===== config.mk =====
export PLATFORM = sky130hd
export DESIGN_NAME = bnn_layer_seq_flat
export DESIGN_NICKNAME = d
export VERILOG_FILES = /design/src/rtl/bnn_seq_pkg.sv /design/src/rtl/bnn_layer_seq_if.sv /design/src/rtl/bnn_seq_addr_gen.sv /design/src/rtl/bnn_layer_seq.sv /design/src/flat_wrapper.sv
export SDC_FILE = /design/constraint.sdc
export NUM_CORES = 1
export LEC_CHECK = 0
export BUFFER_PORTS_ARGS = -buffer_cell sky130_fd_sc_hd__clkbuf_2
export CAP_MARGIN = 10
export CORE_MARGIN = 4
export CORE_UTILIZATION = 40
export CTS_BUF_LIST = sky130_fd_sc_hd__clkbuf_16
export DETAILED_ROUTE_END_ITERATION = 7
export PLACE_DENSITY = 0.6
export SYNTH_ARGS = -nofsm -noshare
export SYNTH_HDL_FRONTEND = slang
export SYNTH_SLANG_ARGS = --single-unit

===== constraint.sdc =====
create_clock -name iCLK -period 5.1 [get_ports iCLK]
set_input_delay 1.02 -clock iCLK [delete_from_list [all_inputs] [get_ports iCLK]]
set_output_delay 1.02 -clock iCLK [all_outputs]
set_load 0.1 [all_outputs]

===== src/rtl/bnn_seq_pkg.sv =====
// Shared types and constants for the BNN layer sequencer: state encoding,
// width defaults, per-layer configuration record and stock layer lengths.
package bnn_seq_pkg;

   localparam int CW      = 8;
   localparam int RW      = 5;
   localparam int SW      = 6;
   localparam int GW      = 3;
   localparam int AW      = 9;
   localparam int TW      = 7;
   localparam int GSTRIDE = 48;

   typedef enum logic [2:0] {
      S_IDLE, S_PRE, S_ROW, S_LAST, S_TAIL, S_DONE
   } seq_state_e;

   typedef struct packed {
      logic [CW-1:0] pre_len;
      logic [RW-1:0] nrows;
      logic [CW-1:0] row_len;
      logic [CW-1:0] valid_len;
      logic [CW-1:0] last_len;
      logic [CW-1:0] tail_len;
   } layer_cfg_t;

   localparam layer_cfg_t CFG_CONV2 = '{pre_len: CW'(34), nrows: RW'(9), row_len: CW'(14),
                                        valid_len: CW'(12), last_len: CW'(12), tail_len: CW'(0)};
   localparam layer_cfg_t CFG_CONV3 = '{pre_len: CW'(44), nrows: RW'(6), row_len: CW'(12),
                                        valid_len: CW'(9), last_len: CW'(9), tail_len: CW'(0)};
   localparam layer_cfg_t CFG_FC    = '{pre_len: CW'(56), nrows: RW'(1), row_len: CW'(0),
                                        valid_len: CW'(0), last_len: CW'(1), tail_len: CW'(6)};

   // Phase that follows preload (or launch when preload is empty).
   function automatic seq_state_e first_phase(input logic [RW-1:0] nrows,
                                              input logic [CW-1:0] tail_len);
      if (nrows > RW'(1))       return S_ROW;
      else if (nrows == RW'(1)) return S_LAST;
      else if (tail_len != '0)  return S_TAIL;
      return S_DONE;
   endfunction

endpackage


===== src/rtl/bnn_layer_seq_if.sv =====
// Controller <-> sequencer bundle: launch/abort, layer config, ROM indices and
// the sequencer's strobes and ROM addresses.
interface bnn_layer_seq_if;
   import bnn_seq_pkg::*;

   logic          iSTART;
   logic          iABORT;
   logic [CW-1:0] iPRE_LEN;
   logic [RW-1:0] iNROWS;
   logic [CW-1:0] iROW_LEN;
   logic [CW-1:0] iVALID_LEN;
   logic [CW-1:0] iLAST_LEN;
   logic [CW-1:0] iTAIL_LEN;
   logic [AW-1:0] iWBASE;
   logic [TW-1:0] iTBASE;
   logic [SW-1:0] iSTAGE;
   logic [GW-1:0] iGROUP;
   logic          oBUSY;
   logic          oSR_EN;
   logic [RW-1:0] oROW;
   logic          oEND;
   logic          oFINISH;
   logic [AW-1:0] oWADDR;
   logic [TW-1:0] oTADDR;

   modport master (
      output iSTART, iABORT, iPRE_LEN, iNROWS, iROW_LEN, iVALID_LEN, iLAST_LEN,
             iTAIL_LEN, iWBASE, iTBASE, iSTAGE, iGROUP,
      input  oBUSY, oSR_EN, oROW, oEND, oFINISH, oWADDR, oTADDR
   );

   modport slave (
      input  iSTART, iABORT, iPRE_LEN, iNROWS, iROW_LEN, iVALID_LEN, iLAST_LEN,
             iTAIL_LEN, iWBASE, iTBASE, iSTAGE, iGROUP,
      output oBUSY, oSR_EN, oROW, oEND, oFINISH, oWADDR, oTADDR
   );

endinterface


===== src/rtl/bnn_seq_addr_gen.sv =====
// Registered weight/threshold ROM address arithmetic; one cycle of latency so
// the address lines up with the synchronous ROM read.
module bnn_seq_addr_gen
   import bnn_seq_pkg::*;
(
   input  logic          clk_i,
   input  logic          rst_ni,
   input  logic [AW-1:0] wbase_i,
   input  logic [TW-1:0] tbase_i,
   input  logic [SW-1:0] stage_i,
   input  logic [GW-1:0] group_i,
   output logic [AW-1:0] waddr_o,
   output logic [TW-1:0] taddr_o
);

   localparam logic [AW-1:0] GSTRIDE_W = AW'(GSTRIDE);

   logic [AW-1:0] waddr_d, waddr_q;
   logic [TW-1:0] taddr_d, taddr_q;

   // Sums are kept at address width so they wrap naturally.
   assign waddr_d = wbase_i + AW'(group_i) * GSTRIDE_W + AW'(stage_i);
   assign taddr_d = tbase_i + TW'(stage_i);

   always_ff @(posedge clk_i or negedge rst_ni) begin
      if (!rst_ni) begin
         waddr_q <= '0;
         taddr_q <= '0;
      end else begin
         waddr_q <= waddr_d;
         taddr_q <= taddr_d;
      end
   end

   assign waddr_o = waddr_q;
   assign taddr_o = taddr_q;

endmodule


===== src/rtl/bnn_layer_seq.sv =====
// Runtime-configurable BNN layer sequencer: preload, N rows with a shortened
// last row, optional finish tail, end pulse; plus ROM address generation.
module bnn_layer_seq
   import bnn_seq_pkg::*;
(
   input  logic           iCLK,
   input  logic           iRST_N,
   bnn_layer_seq_if.slave bus
);

   seq_state_e    state_q, state_d;
   logic [CW-1:0] cnt_q, cnt_d;
   logic [RW-1:0] row_q, row_d;
   layer_cfg_t    cfg_q, cfg_d, cfg_in;
   logic [CW-1:0] row_eff, last_eff, vld_eff;

   assign cfg_in = '{pre_len: bus.iPRE_LEN, nrows: bus.iNROWS, row_len: bus.iROW_LEN,
                     valid_len: bus.iVALID_LEN, last_len: bus.iLAST_LEN,
                     tail_len: bus.iTAIL_LEN};

   // Zero-length row/last phases still occupy one cycle.
   assign row_eff  = (cfg_q.row_len == '0) ? CW'(1) : cfg_q.row_len;
   assign last_eff = (cfg_q.last_len == '0) ? CW'(1) : cfg_q.last_len;
   assign vld_eff  = (cfg_q.valid_len < row_eff) ? cfg_q.valid_len : row_eff;

   always_comb begin
      state_d = state_q;
      cnt_d   = cnt_q + CW'(1);
      row_d   = row_q;
      cfg_d   = cfg_q;
      unique case (state_q)
         S_IDLE: if (bus.iSTART) begin
            cfg_d   = cfg_in;
            state_d = (cfg_in.pre_len != '0) ? S_PRE
                                             : first_phase(cfg_in.nrows, cfg_in.tail_len);
         end
         S_PRE:  if (cnt_q == cfg_q.pre_len - CW'(1))
                    state_d = first_phase(cfg_q.nrows, cfg_q.tail_len);
         S_ROW:  if (cnt_q == row_eff - CW'(1)) begin
            row_d = row_q + RW'(1);
            cnt_d = '0;
            if (row_q == cfg_q.nrows - RW'(2)) state_d = S_LAST;
         end
         S_LAST: if (cnt_q == last_eff - CW'(1))
                    state_d = (cfg_q.tail_len != '0) ? S_TAIL : S_DONE;
         S_TAIL: if (cnt_q == cfg_q.tail_len - CW'(1)) state_d = S_DONE;
         S_DONE: state_d = S_IDLE;
         default: state_d = S_IDLE;
      endcase
      // Abort overrides both launch and the normal phase transition.
      if (bus.iABORT && state_q != S_IDLE) state_d = S_IDLE;
      if (state_d != state_q || state_q == S_IDLE) cnt_d = '0;
      if (state_d == S_IDLE) row_d = '0;
   end

   always_ff @(posedge iCLK or negedge iRST_N) begin
      if (!iRST_N) begin
         state_q <= S_IDLE;
         cnt_q   <= '0;
         row_q   <= '0;
         cfg_q   <= '0;
      end else begin
         state_q <= state_d;
         cnt_q   <= cnt_d;
         row_q   <= row_d;
         cfg_q   <= cfg_d;
      end
   end

   assign bus.oBUSY   = (state_q != S_IDLE);
   assign bus.oSR_EN  = (state_q == S_LAST) || (state_q == S_ROW && cnt_q < vld_eff);
   assign bus.oROW    = row_q;
   assign bus.oEND    = (state_q == S_DONE);
   assign bus.oFINISH = (state_q == S_TAIL);

   bnn_seq_addr_gen u_addr (
      .clk_i   (iCLK),
      .rst_ni  (iRST_N),
      .wbase_i (bus.iWBASE),
      .tbase_i (bus.iTBASE),
      .stage_i (bus.iSTAGE),
      .group_i (bus.iGROUP),
      .waddr_o (bus.oWADDR),
      .taddr_o (bus.oTADDR)
   );

endmodule


===== src/flat_wrapper.sv =====
// flat-port wrapper written by rule: the top's interface ports become plain ports
module bnn_layer_seq_flat import bnn_seq_pkg::*;
  (iCLK, iRST_N, bus_iSTART, bus_iABORT, bus_iPRE_LEN, bus_iNROWS, bus_iROW_LEN, bus_iVALID_LEN, bus_iLAST_LEN, bus_iTAIL_LEN, bus_iWBASE, bus_iTBASE, bus_iSTAGE, bus_iGROUP, bus_oBUSY, bus_oSR_EN, bus_oROW, bus_oEND, bus_oFINISH, bus_oWADDR, bus_oTADDR);
  bnn_layer_seq_if bus_i ();
  input  logic iCLK;
  input  logic iRST_N;
  input wire logic [$bits(bus_i.iSTART)-1:0] bus_iSTART;
  input wire logic [$bits(bus_i.iABORT)-1:0] bus_iABORT;
  input wire logic [$bits(bus_i.iPRE_LEN)-1:0] bus_iPRE_LEN;
  input wire logic [$bits(bus_i.iNROWS)-1:0] bus_iNROWS;
  input wire logic [$bits(bus_i.iROW_LEN)-1:0] bus_iROW_LEN;
  input wire logic [$bits(bus_i.iVALID_LEN)-1:0] bus_iVALID_LEN;
  input wire logic [$bits(bus_i.iLAST_LEN)-1:0] bus_iLAST_LEN;
  input wire logic [$bits(bus_i.iTAIL_LEN)-1:0] bus_iTAIL_LEN;
  input wire logic [$bits(bus_i.iWBASE)-1:0] bus_iWBASE;
  input wire logic [$bits(bus_i.iTBASE)-1:0] bus_iTBASE;
  input wire logic [$bits(bus_i.iSTAGE)-1:0] bus_iSTAGE;
  input wire logic [$bits(bus_i.iGROUP)-1:0] bus_iGROUP;
  output wire logic [$bits(bus_i.oBUSY)-1:0] bus_oBUSY;
  output wire logic [$bits(bus_i.oSR_EN)-1:0] bus_oSR_EN;
  output wire logic [$bits(bus_i.oROW)-1:0] bus_oROW;
  output wire logic [$bits(bus_i.oEND)-1:0] bus_oEND;
  output wire logic [$bits(bus_i.oFINISH)-1:0] bus_oFINISH;
  output wire logic [$bits(bus_i.oWADDR)-1:0] bus_oWADDR;
  output wire logic [$bits(bus_i.oTADDR)-1:0] bus_oTADDR;
  assign bus_i.iSTART = bus_iSTART;
  assign bus_i.iABORT = bus_iABORT;
  assign bus_i.iPRE_LEN = bus_iPRE_LEN;
  assign bus_i.iNROWS = bus_iNROWS;
  assign bus_i.iROW_LEN = bus_iROW_LEN;
  assign bus_i.iVALID_LEN = bus_iVALID_LEN;
  assign bus_i.iLAST_LEN = bus_iLAST_LEN;
  assign bus_i.iTAIL_LEN = bus_iTAIL_LEN;
  assign bus_i.iWBASE = bus_iWBASE;
  assign bus_i.iTBASE = bus_iTBASE;
  assign bus_i.iSTAGE = bus_iSTAGE;
  assign bus_i.iGROUP = bus_iGROUP;
  assign bus_oBUSY = bus_i.oBUSY;
  assign bus_oSR_EN = bus_i.oSR_EN;
  assign bus_oROW = bus_i.oROW;
  assign bus_oEND = bus_i.oEND;
  assign bus_oFINISH = bus_i.oFINISH;
  assign bus_oWADDR = bus_i.oWADDR;
  assign bus_oTADDR = bus_i.oTADDR;
  bnn_layer_seq u_core (.iCLK(iCLK), .iRST_N(iRST_N), .bus(bus_i));
endmodule

# Yosys cells after proc, flatten, opt, wreduce, memory -nomap -nowiden
# Cells that the tools add are included.
[classes]
add_sub_neg = 10
n_mul = 1
order_cmp = 4
n_eq_ne = 13
muxes = 37
reduce_logical = 16
[op_table]
columns = ["op", "n"]
rows = [
  ["3-bit two-way mux", 16],
  ["8-bit two-way mux", 6],
  ["8-bit == test", 4],
  ["8-bit by 1-bit subtractor with 8-bit output, second input constant", 4],
  ["8-bit nonzero test", 3],
  ["8-bit logical NOT", 2],
  ["8-bit less-than comparator", 2],
  ["5-bit two-way mux", 3],
  ["3-bit one-hot mux with 5 select lines", 1],
  ["1-bit two-way mux", 11],
  ["5-bit by 1-bit == test with 1-bit output, second input constant", 2],
  ["5-bit by 1-bit > comparator with 1-bit output, second input constant", 2],
  ["9-bit by 6-bit adder with 9-bit output", 1],
  ["9-bit adder", 1],
  ["8-bit by 1-bit adder with 8-bit output, second input constant", 1],
  ["7-bit by 6-bit adder with 7-bit output", 1],
  ["3-bit by 2-bit == test with 1-bit output, second input constant", 2],
  ["3-bit == test, second input constant", 2],
  ["3-bit logical NOT", 2],
  ["5-bit by 1-bit adder with 5-bit output, second input constant", 1],
  ["5-bit == test", 1],
  ["3-bit by 2-bit multiplier with 5-bit output, second input constant", 1],
  ["5-bit by 2-bit subtractor with 5-bit output, second input constant", 1],
  ["2-bit AND reduction", 2],
  ["other kinds (6)", 9],
]
[totals]
reg_bits = 77
inputBits = 74
out_inout_bits = 25
word_cells = 92

# Depth between registers and ports, before layout
[depth]
depth_word = 14
ltp_mapped = 14
mapped_depth_nobuf = 14

# Hierarchy
# Synthesis repeated with hierarchy kept, for this count alone.
[hier_totals]
cells_unflattened = 577
hier_area_um2 = 5519.0
[by_module_without_submodules]
columns = ["mod", "n_inst", "cells_per_inst", "area_per_inst_um2", "seq_area_each_um2"]
rows = [
  ["bnn_layer_seq", 1, 478, 4409.2, 1526.5],
  ["bnn_seq_addr_gen", 1, 99, 1109.8, 400.4],
]

# Worst setup path before layout
# Ideal clock, no wire load.
[synth_timing]
path_type = "reg-to-output"
from = "reg u_core.cfg_q[27] (netlist name)"
to = "out bus_oSR_EN"
arrival_time_ns = 7.279
t_required_ns = 4.080
path_slack_ns = -3.199
stages_incl_launch_ff = 12
path_buffers = 0
path_cell_list = "dfrtp_1 > nor4_4 > a21oi_1 > o21a_1 > o21a_1 > o21ai_4 > mux2i_1 > ha_1 > a21o_1 > a211oi_1 > a211oi_1 > a2111oi_0"
[synth_between]
elab_chain_len = 7
[synth_rtl]
columns = ["item", "line_no", "text"]
rows = [
  ["from (decl)", "bnn_layer_seq.sv:14", "layer_cfg_t cfg_q, cfg_d, cfg_in;"],
  ["from (signal assigned)", "bnn_layer_seq.sv:66", "cfg_q <= cfg_d;"],
  ["8-bit logical NOT", "bnn_layer_seq.sv:22", "assign row_eff = (cfg_q.row_len == '0) ? CW'(1) : cfg_q.row_len;"],
  ["8-bit two-way mux *", "bnn_layer_seq.sv:22", ""],
  ["8-bit less-than comparator", "bnn_layer_seq.sv:24", "assign vld_eff = (cfg_q.valid_len < row_eff) ? cfg_q.valid_len : row_eff;"],
  ["8-bit two-way mux *", "bnn_layer_seq.sv:24", ""],
  ["8-bit less-than comparator *", "bnn_layer_seq.sv:71", "assign bus.oSR_EN = (state_q == S_LAST) || (state_q == S_ROW && cnt_q < vld_eff);"],
  ["1-bit logical AND *", "bnn_layer_seq.sv:71", ""],
  ["1-bit logical OR *", "bnn_layer_seq.sv:71", ""],
  ["to (decl)", "flat_wrapper.sv:20", "output wire logic [$bits(bus_i.oSR_EN)-1:0] bus_oSR_EN;"],
]
# Every way passes the cells marked *; elsewhere a longest branch is shown, timed or not.

# Worst setup path after layout
[layout_timing]
from = "reg u_core.cfg_q[29] (netlist name)"
to = "out bus_oSR_EN"
# Same word-level chain as after synthesis.

==> metrics <==
status completed; Nets 765; # diodes 0; Clock Path Buffers 2; setup_tns 0 ps; PortBufs just under 100; Antenna Nets Post-Route 0; CTS clk-pin slew, worst paths roughly 60 ps; placed cell area 6021 um^2; Yosys top cell by area dfrtp_1; hold buffers post-CTS 0; root buf cell clkbuf_16; max-slew violations 0; Seq/Total Area, Yosys between 30% and 40%; post-synth top area share between 30% and 40%; clk sinks between 70 and 80; Buf+Inv Stages, Crit Path 3; CTS tree built; chip height roughly 120 um; RSZ-0062 raised after global routing false; Least-Margin Pin Slew approximately 990 ps; fin crit share ~94%; vias in the first global route approximately 4,400; # Max-Cap Violations 0; final setup skew 9.191 ps; Crit. End Element output pin; Seq cells post-synth 77; Die Footprint roughly 15,000 um^2; Pleak between 2 and 3 nW; num ports 99; CP peak stage delay between 400 and 500 ps; Iter 0 DRT Violations around 240; share of layout cells above drive strength 1 25.27%; worst skew pair latency ~340 ps; Routed WL between 10,000 and 15,000 um; Req. time, crit path just over 4000 ps; Vias/cell about 5.2; PwrDens between 500 and 600 nW/um^2; Detailed Place HPWL approximately 9800 um; synthesized cell area 5364 um^2; Area Overhead vs Synth 17.66%; ys async rst share 100.0%; Post-synth EDFFs 0; Vias between 4,000 and 5,000; synth top area cells dfrtp_1, ha_1, xnor2_1; DRC violations left 0; critical path's slowest cell dfrtp_1; R2R cell count 11; Slew headroom between 30% and 40%; Die X approximately 120 um; Mapped Avg Cell Area roughly 9.8 um^2; htree depth 3; antenna violations before repair 0; Routability Congestion 0.9093; most frequent cells in the layout clkbuf_2, dfrtp_1, ha_1, xnor2_1, nand2_1; CP Launch Type flop; Synth Instances 545; Crit path depth 15; Overflow after GRT 0; critical path class reg -> out; peak supply drop between 0.0003 and 0.0004 V; fillers between 1,000 and 1,500; first-pass GRT wire length roughly 21,000 um; synth warn 0; drt pass-1 iters 4; Post-Syn Nets ~670; cell count of the worst hold path 1; CORE AREA between 10,000 and 15,000 um^2; Tmin final around 4800 ps; Crit path max-delay family compound AO/OA/AOI/OAI gates; global-route usage over all layers 17.74%; Max FO, Critical Path 5; num rows 42; worst path cell trace inv_1, ha_1, a21o_1, a21o_1, a21oi_1, nand2_1, o21ai_4, buf_4, mux2i_1, ha_1, and4_1, nand2_1, a211oi_1, a2111oi_4, buf_6; CP arrival 3760 ps; initial core utilization about two fifths; f_max ~210 MHz; final setup violating endpoints 0; commonest non-fill, non-tap cell in the layout clkbuf_2; ys flop type dfrtp_1; class of the worst hold path reg -> reg; largest net degree at the start of global routing around 80; Fin. Hold Viols 0; routed len/inst 15.62 um; Synth cell types 63; CTS buffer count 9; design area roughly 6300 um^2
-- Yosys cell counts, types with 2 or more instances --
cell type and count:
nor3_1 9, nand2_1 37, mux2i_1 9, clkbuf_1 9, nand3_1 16, xnor2_1 42
nor3b_1 4, and3_1 2, a21oi_1 35, or3_1 3, and2_1 3, nand3b_1 4
o21bai_1 5, and4_1 2, nor2_1 34, xor2_1 25, a211oi_1 6, and3b_1 2
nand2b_1 6, nor4_1 10, buf_2 6, a31oi_1 3, nand4_1 6, o21a_1 2
or4_1 4, mux2_2 30, ha_1 44, inv_1 35, or3b_2 2, o2111ai_1 3
nor2b_1 3, or2_2 4, dfrtp_1 77, o21ai_0 23, buf_4 2, a21o_1 7
fa_1 5
-- worst paths after layout --
check	start	endpoint	slack, ps
max reg2reg	u_core.cfg_q[27]	u_core.cnt_q[2]	1880
min reg2reg	u_core.cfg_q[8]	u_core.cfg_q[8]	550
min	u_core.cfg_q[8]	u_core.cfg_q[8]	550
min in group asynchronous	iRST_N	u_core.cfg_q[18]	830
max in group asynchronous	iRST_N	u_core.cfg_q[15]	3600
max	u_core.cfg_q[29]	bus_oSR_EN	320
-- state kept, by name, summed over array words and instances, names as in the netlist --
signal                 cells
u_core.cnt_q               8
u_core.u_addr.waddr_o      9
u_core.state_q             3
u_core.cfg_q              45
u_core.bus.oROW            5
u_core.u_addr.taddr_o      7
-- power by group --
part           internal [mW]  leakage [nW]  total (mW)  switching, mW
combinational          0.818          1.87        1.94           1.12
sequential             0.835         0.943        1.13          0.291
clock                  0.317         0.127       0.562          0.245
total                   1.97          2.94        3.63           1.66
-- cells by family after synthesis --
kind of cell | share of synthesized area [%]
AOI/OAI and AO/OA | 13.34
DFF | 35.92
muxes | 7.978
and+or+nand+nor | 15.26
buffers and inverters | 4.129
xor gates and xnor gates | 11.24
adders and majority gates | 12.13
-- layer usage --
| layer | up-vias | track usage, % | wire, um | part of all wire, % |
|---|---|---|---|---|
| met5 | - | 0 | 0 | 0 |
| met4 | 0 | 5.606 | 176 | 1.4 |
| met3 | 17 | 5.767 | 854 | 6.7 |
| met2 | 108 | 29.94 | 6270 | 49 |
| met1 | 2046 | 21.46 | 5519 | 43 |
| li1 | 2123 | - | - | - |
-- stage by stage --
step / hold slack, ps / std cells / power [mW] / util (%) / setup WS [ps]
after global placement: 529.9 / 802 / 2.957 / 45.65 / 470.6
after detailed placement: 539.2 / 802 / 3.011 / 45.65 / 367.3
final: 553.4 / 821 / 3.626 / 47.85 / 324.4
after global routing: 578.5 / 821 / 3.915 / 47.85 / 85.08
after CTS: 552.5 / 816 / 3.595 / 47.53 / 58.18
after floorplan: 505.5 / 545 / 2.599 / - / 278.9
-- timing repair --
action / CTS / global route
endpoints found under the setup margin: 1 / 1
gates resized for setup: 1 / 2
pin swaps: 0 / 2
setup buffers: 0 / 5
-- area by class of cell --
cell class                 count  area, um^2  share of cell area, %
inverter                      35       131.4                  2.082
sequential                    77        1927                  30.53
clock inverter                 5       21.27                 0.3370
timing repair buffer         104       544.3                  8.624
clock buffer                   9       225.2                  3.569
multi-input combinational    415        3242                  51.37
tap                          176       220.2                  3.489
Power figures use the tool's default switching activity.
